**config.mk**
```make
export PLATFORM = sky130hd
export DESIGN_NAME = acc_mem_arbiter
export DESIGN_NICKNAME = d
export VERILOG_FILES = /design/src/rtl/acc_pkg.sv /design/src/rtl/acc_arb_pick.sv /design/src/rtl/acc_mem_arbiter.sv
export SDC_FILE = /design/constraint.sdc
export NUM_CORES = 1
export LEC_CHECK = 0
export ABC_AREA = 1
export BUFFER_PORTS_ARGS = -buffer_cell sky130_fd_sc_hd__clkbuf_2
export CORE_MARGIN = 3
export CORE_UTILIZATION = 49
export DETAILED_ROUTE_END_ITERATION = 8
export HOLD_SLACK_MARGIN = 0.1
export PLACE_DENSITY = 0.86
export SYNTH_ARGS = -nofsm -noshare
export SYNTH_HDL_FRONTEND = slang
export SYNTH_HIERARCHICAL = 1
export SYNTH_SLANG_ARGS = --single-unit
```
**constraint.sdc**
```tcl
create_clock -name CLK -period 2.6 [get_ports CLK]
set_clock_uncertainty 0.05 [all_clocks]
set_input_delay 0.39 -clock CLK [delete_from_list [all_inputs] [get_ports CLK]]
set_output_delay 0.39 -clock CLK [all_outputs]
set_load 0.005 [all_outputs]
```
**src/rtl/acc_pkg.sv**
```systemverilog
// Shared definitions for the accelerator memory arbiter.
//   ACC_DATA_WIDTH / ACC_ADDR_WIDTH : default memory word and address widths
//   acc_state_e                     : arbiter FSM state encoding
package acc_pkg;

    localparam int unsigned ACC_DATA_WIDTH = 16;
    localparam int unsigned ACC_ADDR_WIDTH = 10;

    typedef enum logic [1:0] {
        IDLE   = 2'd0,
        ACCESS = 2'd1,
        RDWAIT = 2'd2
    } acc_state_e;

endpackage

```
**src/rtl/acc_arb_pick.sv**
```systemverilog
// Winner selection for the CPU/IO memory arbiter.
//   i_clk, i_rst_n : clock, asynchronous active-low reset
//   i_cpu_req      : CPU request
//   i_io_req       : IO request
//   i_arb          : an arbitration decision is being taken this cycle
//   o_pick_io      : 1 = IO wins, 0 = CPU wins (only meaningful with a request)
// Build option: ACC_ARB_STARVE_GUARD_EN enables the IO starvation counter;
// without it the CPU has strict priority.
module acc_arb_pick #(
    parameter int unsigned STARVE_LIMIT = 4
) (
    input  logic i_clk,
    input  logic i_rst_n,
    input  logic i_cpu_req,
    input  logic i_io_req,
    input  logic i_arb,
    output logic o_pick_io
);

`ifdef ACC_ARB_STARVE_GUARD_EN
    // Extra headroom keeps the width non-zero even for a limit of 0.
    localparam int unsigned CNT_W = $clog2(STARVE_LIMIT + 2);

    logic [CNT_W-1:0] r_cnt;
    logic             w_starved;

    assign w_starved = (r_cnt == CNT_W'(STARVE_LIMIT));
    assign o_pick_io = i_io_req & (~i_cpu_req | w_starved);

    // Counts CPU wins while IO is waiting; cannot exceed the limit because
    // reaching it hands the next decision to IO, which clears it.
    always_ff @(posedge i_clk or negedge i_rst_n) begin
        if (!i_rst_n) begin
            r_cnt <= '0;
        end else if (!i_io_req) begin
            r_cnt <= '0;
        end else if (i_arb) begin
            r_cnt <= o_pick_io ? '0 : r_cnt + CNT_W'(1);
        end
    end
`else
    logic w_unused;

    assign o_pick_io = i_io_req & ~i_cpu_req;
    assign w_unused  = i_clk ^ i_rst_n ^ i_arb ^ (^STARVE_LIMIT);
`endif

endmodule

```
**src/rtl/acc_mem_arbiter.sv**
```systemverilog
// Two-requester (CPU, IO) arbiter in front of a synchronous-read memory.
//   CLK, Reset                  : clock (rising edge), async active-low reset
//   cpu_* / io_*                : req, we, addr, wdata in; gnt, rvalid, rdata out
//   mem_addr, mem_data, mem_we  : registered memory drive, valid in ACCESS
//   mem_q                       : memory read data, one cycle after the address
//   busy                        : FSM is not IDLE
// Build option: ACC_ARB_STARVE_GUARD_EN (see acc_arb_pick).
module acc_mem_arbiter
    import acc_pkg::*;
#(
    parameter int unsigned DATA_WIDTH   = ACC_DATA_WIDTH,
    parameter int unsigned ADDR_WIDTH   = ACC_ADDR_WIDTH,
    parameter int unsigned STARVE_LIMIT = 4
) (
    input  logic                  CLK,
    input  logic                  Reset,
    input  logic                  cpu_req,
    input  logic                  cpu_we,
    input  logic [15:0]           cpu_addr,
    input  logic [15:0]           cpu_wdata,
    output logic                  cpu_gnt,
    output logic                  cpu_rvalid,
    output logic [15:0]           cpu_rdata,
    input  logic                  io_req,
    input  logic                  io_we,
    input  logic [15:0]           io_addr,
    input  logic [15:0]           io_wdata,
    output logic                  io_gnt,
    output logic                  io_rvalid,
    output logic [15:0]           io_rdata,
    output logic [ADDR_WIDTH-1:0] mem_addr,
    output logic [DATA_WIDTH-1:0] mem_data,
    output logic                  mem_we,
    input  logic [DATA_WIDTH-1:0] mem_q,
    output logic                  busy
);

    acc_state_e            r_state;
    acc_state_e            w_state_nxt;
    logic                  r_win_io;
    logic [ADDR_WIDTH-1:0] r_mem_addr;
    logic [DATA_WIDTH-1:0] r_mem_data;
    logic                  r_mem_we;
    logic [15:0]           r_cpu_rdata;
    logic [15:0]           r_io_rdata;
    logic                  w_any_req;
    logic                  w_load;
    logic                  w_pick_io;
    logic [15:0]           w_q;
    logic                  w_unused_addr;

    assign w_any_req     = cpu_req | io_req;
    assign w_q           = 16'(mem_q);
    // Upper address bits are deliberately dropped.
    assign w_unused_addr = ^{cpu_addr[15:ADDR_WIDTH], io_addr[15:ADDR_WIDTH]};

    acc_arb_pick #(
        .STARVE_LIMIT (STARVE_LIMIT)
    ) u_pick (
        .i_clk     (CLK),
        .i_rst_n   (Reset),
        .i_cpu_req (cpu_req),
        .i_io_req  (io_req),
        .i_arb     (w_load),
        .o_pick_io (w_pick_io)
    );

    always_comb begin
        w_state_nxt = r_state;
        case (r_state)
            IDLE:    if (w_any_req) w_state_nxt = ACCESS;
            ACCESS:  w_state_nxt = r_mem_we ? IDLE : RDWAIT;
            RDWAIT:  w_state_nxt = w_any_req ? ACCESS : IDLE;
            default: w_state_nxt = IDLE;
        endcase
    end

    // An arbitration happens on every entry into ACCESS.
    assign w_load = (w_state_nxt == ACCESS) && (r_state != ACCESS);

    always_ff @(posedge CLK or negedge Reset) begin
        if (!Reset) begin
            r_state     <= IDLE;
            r_win_io    <= 1'b0;
            r_mem_addr  <= '0;
            r_mem_data  <= '0;
            r_mem_we    <= 1'b0;
            r_cpu_rdata <= '0;
            r_io_rdata  <= '0;
        end else begin
            r_state <= w_state_nxt;
            if (w_load) begin
                r_win_io   <= w_pick_io;
                r_mem_addr <= w_pick_io ? ADDR_WIDTH'(io_addr) : ADDR_WIDTH'(cpu_addr);
                r_mem_data <= w_pick_io ? DATA_WIDTH'(io_wdata) : DATA_WIDTH'(cpu_wdata);
                r_mem_we   <= w_pick_io ? io_we : cpu_we;
            end else begin
                r_mem_we   <= 1'b0;
            end
            if (cpu_rvalid) r_cpu_rdata <= w_q;
            if (io_rvalid)  r_io_rdata  <= w_q;
        end
    end

    assign busy       = (r_state != IDLE);
    assign cpu_gnt    = (r_state == ACCESS) && !r_win_io;
    assign io_gnt     = (r_state == ACCESS) && r_win_io;
    assign cpu_rvalid = (r_state == RDWAIT) && !r_win_io;
    assign io_rvalid  = (r_state == RDWAIT) && r_win_io;
    // Read data is live from memory during the rvalid pulse, then held.
    assign cpu_rdata  = cpu_rvalid ? w_q : r_cpu_rdata;
    assign io_rdata   = io_rvalid ? w_q : r_io_rdata;
    assign mem_addr   = r_mem_addr;
    assign mem_data   = r_mem_data;
    assign mem_we     = r_mem_we;

endmodule

```
Word-level counts from Yosys, hierarchy flattened
Index checks and enable logic that the tools add are counted.

storage, ports and cells
  logic and storage cells = 32
  input bits = 86
  bits in registers = 62

cells by class
  reductions and logical operators = 8
  eq/ne operators = 4
  bitwise operators = 3
  mux-type cells = 10

operators with widths
  cell                                           number
  two-way mux 16 bit                             3
  two-way mux 10 bit                             1
  case mux 2 bit (3 select lines)                1
  logical AND 1 bit                              5
  == test 2 x 1 -> 1 bit, second input constant  2
  two-way mux 2 bit                              2
  two-way mux 1 bit                              3
  == test 2 bit, second input constant           1
  zero test 2 bit                                1
  != test 2 x 1 -> 1 bit, second input constant  1
  nonzero test 2 bit                             1
  bitwise AND 1 bit                              1
  zero test 1 bit                                1
  inverter 1 bit                                 1
  OR 1 bit                                       1

Longest topological paths before layout
  depth after elaboration = 6
  depth in mapped cells = 8
  depth with buffers taken out = 7

Cells and area by module
The synthesis kept the hierarchy.

modules (own cells, without submodules)
  module           times used  sequential area each (µm²)  cells each  area each (µm²)
  acc_mem_arbiter  1           1551.5                      363         2851.5
  acc_arb_pick     1           0.0                         2           10.0

Worst setup path before layout
No wires, ideal clock.

  kind = register -> output
  start point = register r_state[0]
  end point = output port io_rdata[10]
  slack = 1173 ps
  buffers on the path = 1
  arrival time = 987 ps
  stages on the path, launching flop included = 6
  data required time = 2160 ps
  cell sequence = dfrtp_1 inv_4 nand3_2 buf_4 nand2_1 nand2_1

between the ends
  cells in the longest elaborated chain, start to end = 3

ends and longest elaborated chain
  item                      RTL line                RTL
  start: declaration        acc_mem_arbiter.sv:38   acc_state_e r_state;
  start signal: assignment  acc_mem_arbiter.sv:91   r_state <= w_state_nxt;
  == test 2 bit             acc_mem_arbiter.sv:109  assign io_rvalid = (r_state == RDWAIT) && r_win_io;
  logical AND 1 bit         acc_mem_arbiter.sv:109
  two-way mux 16 bit        --
  end: declaration          acc_mem_arbiter.sv:30   output logic [15:0] io_rdata,

Every way passes these cells.

Worst setup path in the final report
  start point = register r_state[1]
  end point = output port io_rdata[8]

Same word-level chain as after synthesis.

==> reports/results.tsv <==
metric	value	unit
avgSynthCellArea	7.85	µm²
cp_max_fo	18	
critPathBufInv	1	
n_antenna_cell	0	
dp.cells	556	
crit_end	io_rdata[8]	
power_leakage	2.27	nW
die-area	6780	µm²
drv_cap	0	
cp-end-kind	primary output	
slew_headroom	0.486	
layout.nets	581	
period_minus_slack	2.33	ns
post_cts_buffers	0	
overflow	0	
design_area	3730	µm²
busiest_layer	met2	
reg2reg_depth	3	
area_growth	30.6	%
rows	27	
cts_tree	yes	
startpoint_type	flip-flop	
met2_usage	0.369	
start_util	0.513	
firstDrtPassIters	5	
worst_ir_drop_vdd	0.000411	V
cts_resized	0	
critical_path.cell_chain	nand3_2 > nand2_1 > nand2_1 > clkbuf_2	
hold_class	in -> async	
coreArea	5570	µm²
io_pins	150	
critical_path_depth	4	
drtIter0Drc	132	
htree_levels	3	
required	2.16	ns
clk_latency	0.33	ns
timing.hold.ws	0.0808	ns
grt_pass1_vias	2519	
slowest_delay	0.70	ns
route.detailed.drc	0	
fin_tns_setup	0	ns
p_total	3.20	mW
cpMostUsedCell	nand2_1	
dp_hpwl	5190	µm
maxSlewViolCount	0	
grt_setup_unrepaired	false	
cts-hold-fix-buffers	0	
gp_congestion	0.721	
ff2ff_setup_slack	0.99	ns
use_met1	0.258	
hold_viol	0	
grt_start_max_net_pins	38	
worst-setup-path-type	reg -> out	
clk_pin_slew	0.07	ns
setup_viol	0	
syn_inst	364	
fmax	0.430	GHz
syn_area	2860	µm²
antenna_left	0	
final.period_utilization	0.895	
drive_gt1_frac	0.325	
grt_use_met3	0.0466	
die_w	82.4	µm
root_buffer	clkbuf_8	
portBuffers	137	
syn_nets	450	
ctsLongestPathBuffers	2	
utilization	0.670	
wl	7160	µm
fin_ws	0.273	ns
reg2reg_to	r_io_rdata[8]$_DFF_PN0_	
routed_via_density	4.98	
instances_no_fill	571	
vias	2842	
crit_start	r_state[1]$_DFF_PN0_	
cp.arrival	1.89	ns
cts_sinks	62	
avgRoutedWirePerCell	12.5	µm
p_per_area	858	nW/µm²
grt_pass1_wl	11200	µm
slowest_stage	dfrtp_1	
place_area	3540	µm²
numCtsBuffers	9	
place_ws	0.645	ns
crit_family	simple AND/OR/NAND/NOR gates	
yosys_warnings	6	
outcome	complete, no violations	
tightest_slew	0.771	ns
fp.dieH	82.4	µm
antenna_found_initial	0	
track_usage	0.217	
worst_r2r_startpoint	r_state[1]$_DFF_PN0_	
==> layout make-up <==
cell class	count	area [µm²]
inverter	10	40.0
timing repair buffer	141	728
clock buffer	11	141
sequential	62	1550
tap	72	90.1
fill	461	1840
multi-input combinational	271	1130
clock inverter	4	47.5
==> metal layers <==
metal | routed length [µm] | vias up
met5 | 0 | -
met4 | 159 | 0
met3 | 730 | 16
met2 | 3400 | 140
met1 | 2870 | 1281
li1 | - | 1405
==> worst register-to-register path, cell delays in order, from the launching register on <==
cell	delay (ns)
dfrtp_1	0.70
nand3_2	0.45
nand2_1	0.19
nand2_1	0.10
==> registers in the layout (all words and copies together) (netlist names) <==
name and cells:
mem_data 16, mem_addr 10, r_state 2, r_cpu_rdata 16, r_io_rdata 16, mem_we 1, r_win_io 1
==> cells in the final DEF (no fill, tap or decap), drive strengths merged <==
master and n:
nand2 229, clkbuf 147, dfrtp 62, nand4 32, inv 9, nor2 6, buf 5, nand3 3
clkinv 3, o21ai 1, clkinvlp 1, bufinv 1
==> worst min-delay path by stage <==
stage	endpoint	slack, ns	cells after the start
finish	r_cpu_rdata[11]$_DFF_PN0_	0.08	1
global route	r_cpu_rdata[11]$_DFF_PN0_	0.13	1
CTS	r_cpu_rdata[9]$_DFF_PN0_	0.11	1
detailed placement	r_state[1]$_DFF_PN0_	0.37	1
global placement	r_state[1]$_DFF_PN0_	0.38	1
floorplan	mem_addr[0]$_DFFE_PN0P_	0.04	0
==> where the power goes <==
group / total (mW) / switching (mW) / internal [mW]
Combinational: 0.988 / 0.572 / 0.416
Clock: 0.801 / 0.341 / 0.460
Sequential: 1.41 / 0.129 / 1.28
Total: 3.20 / 1.04 / 2.16
No activity file was read; power rests on OpenSTA's default activity.
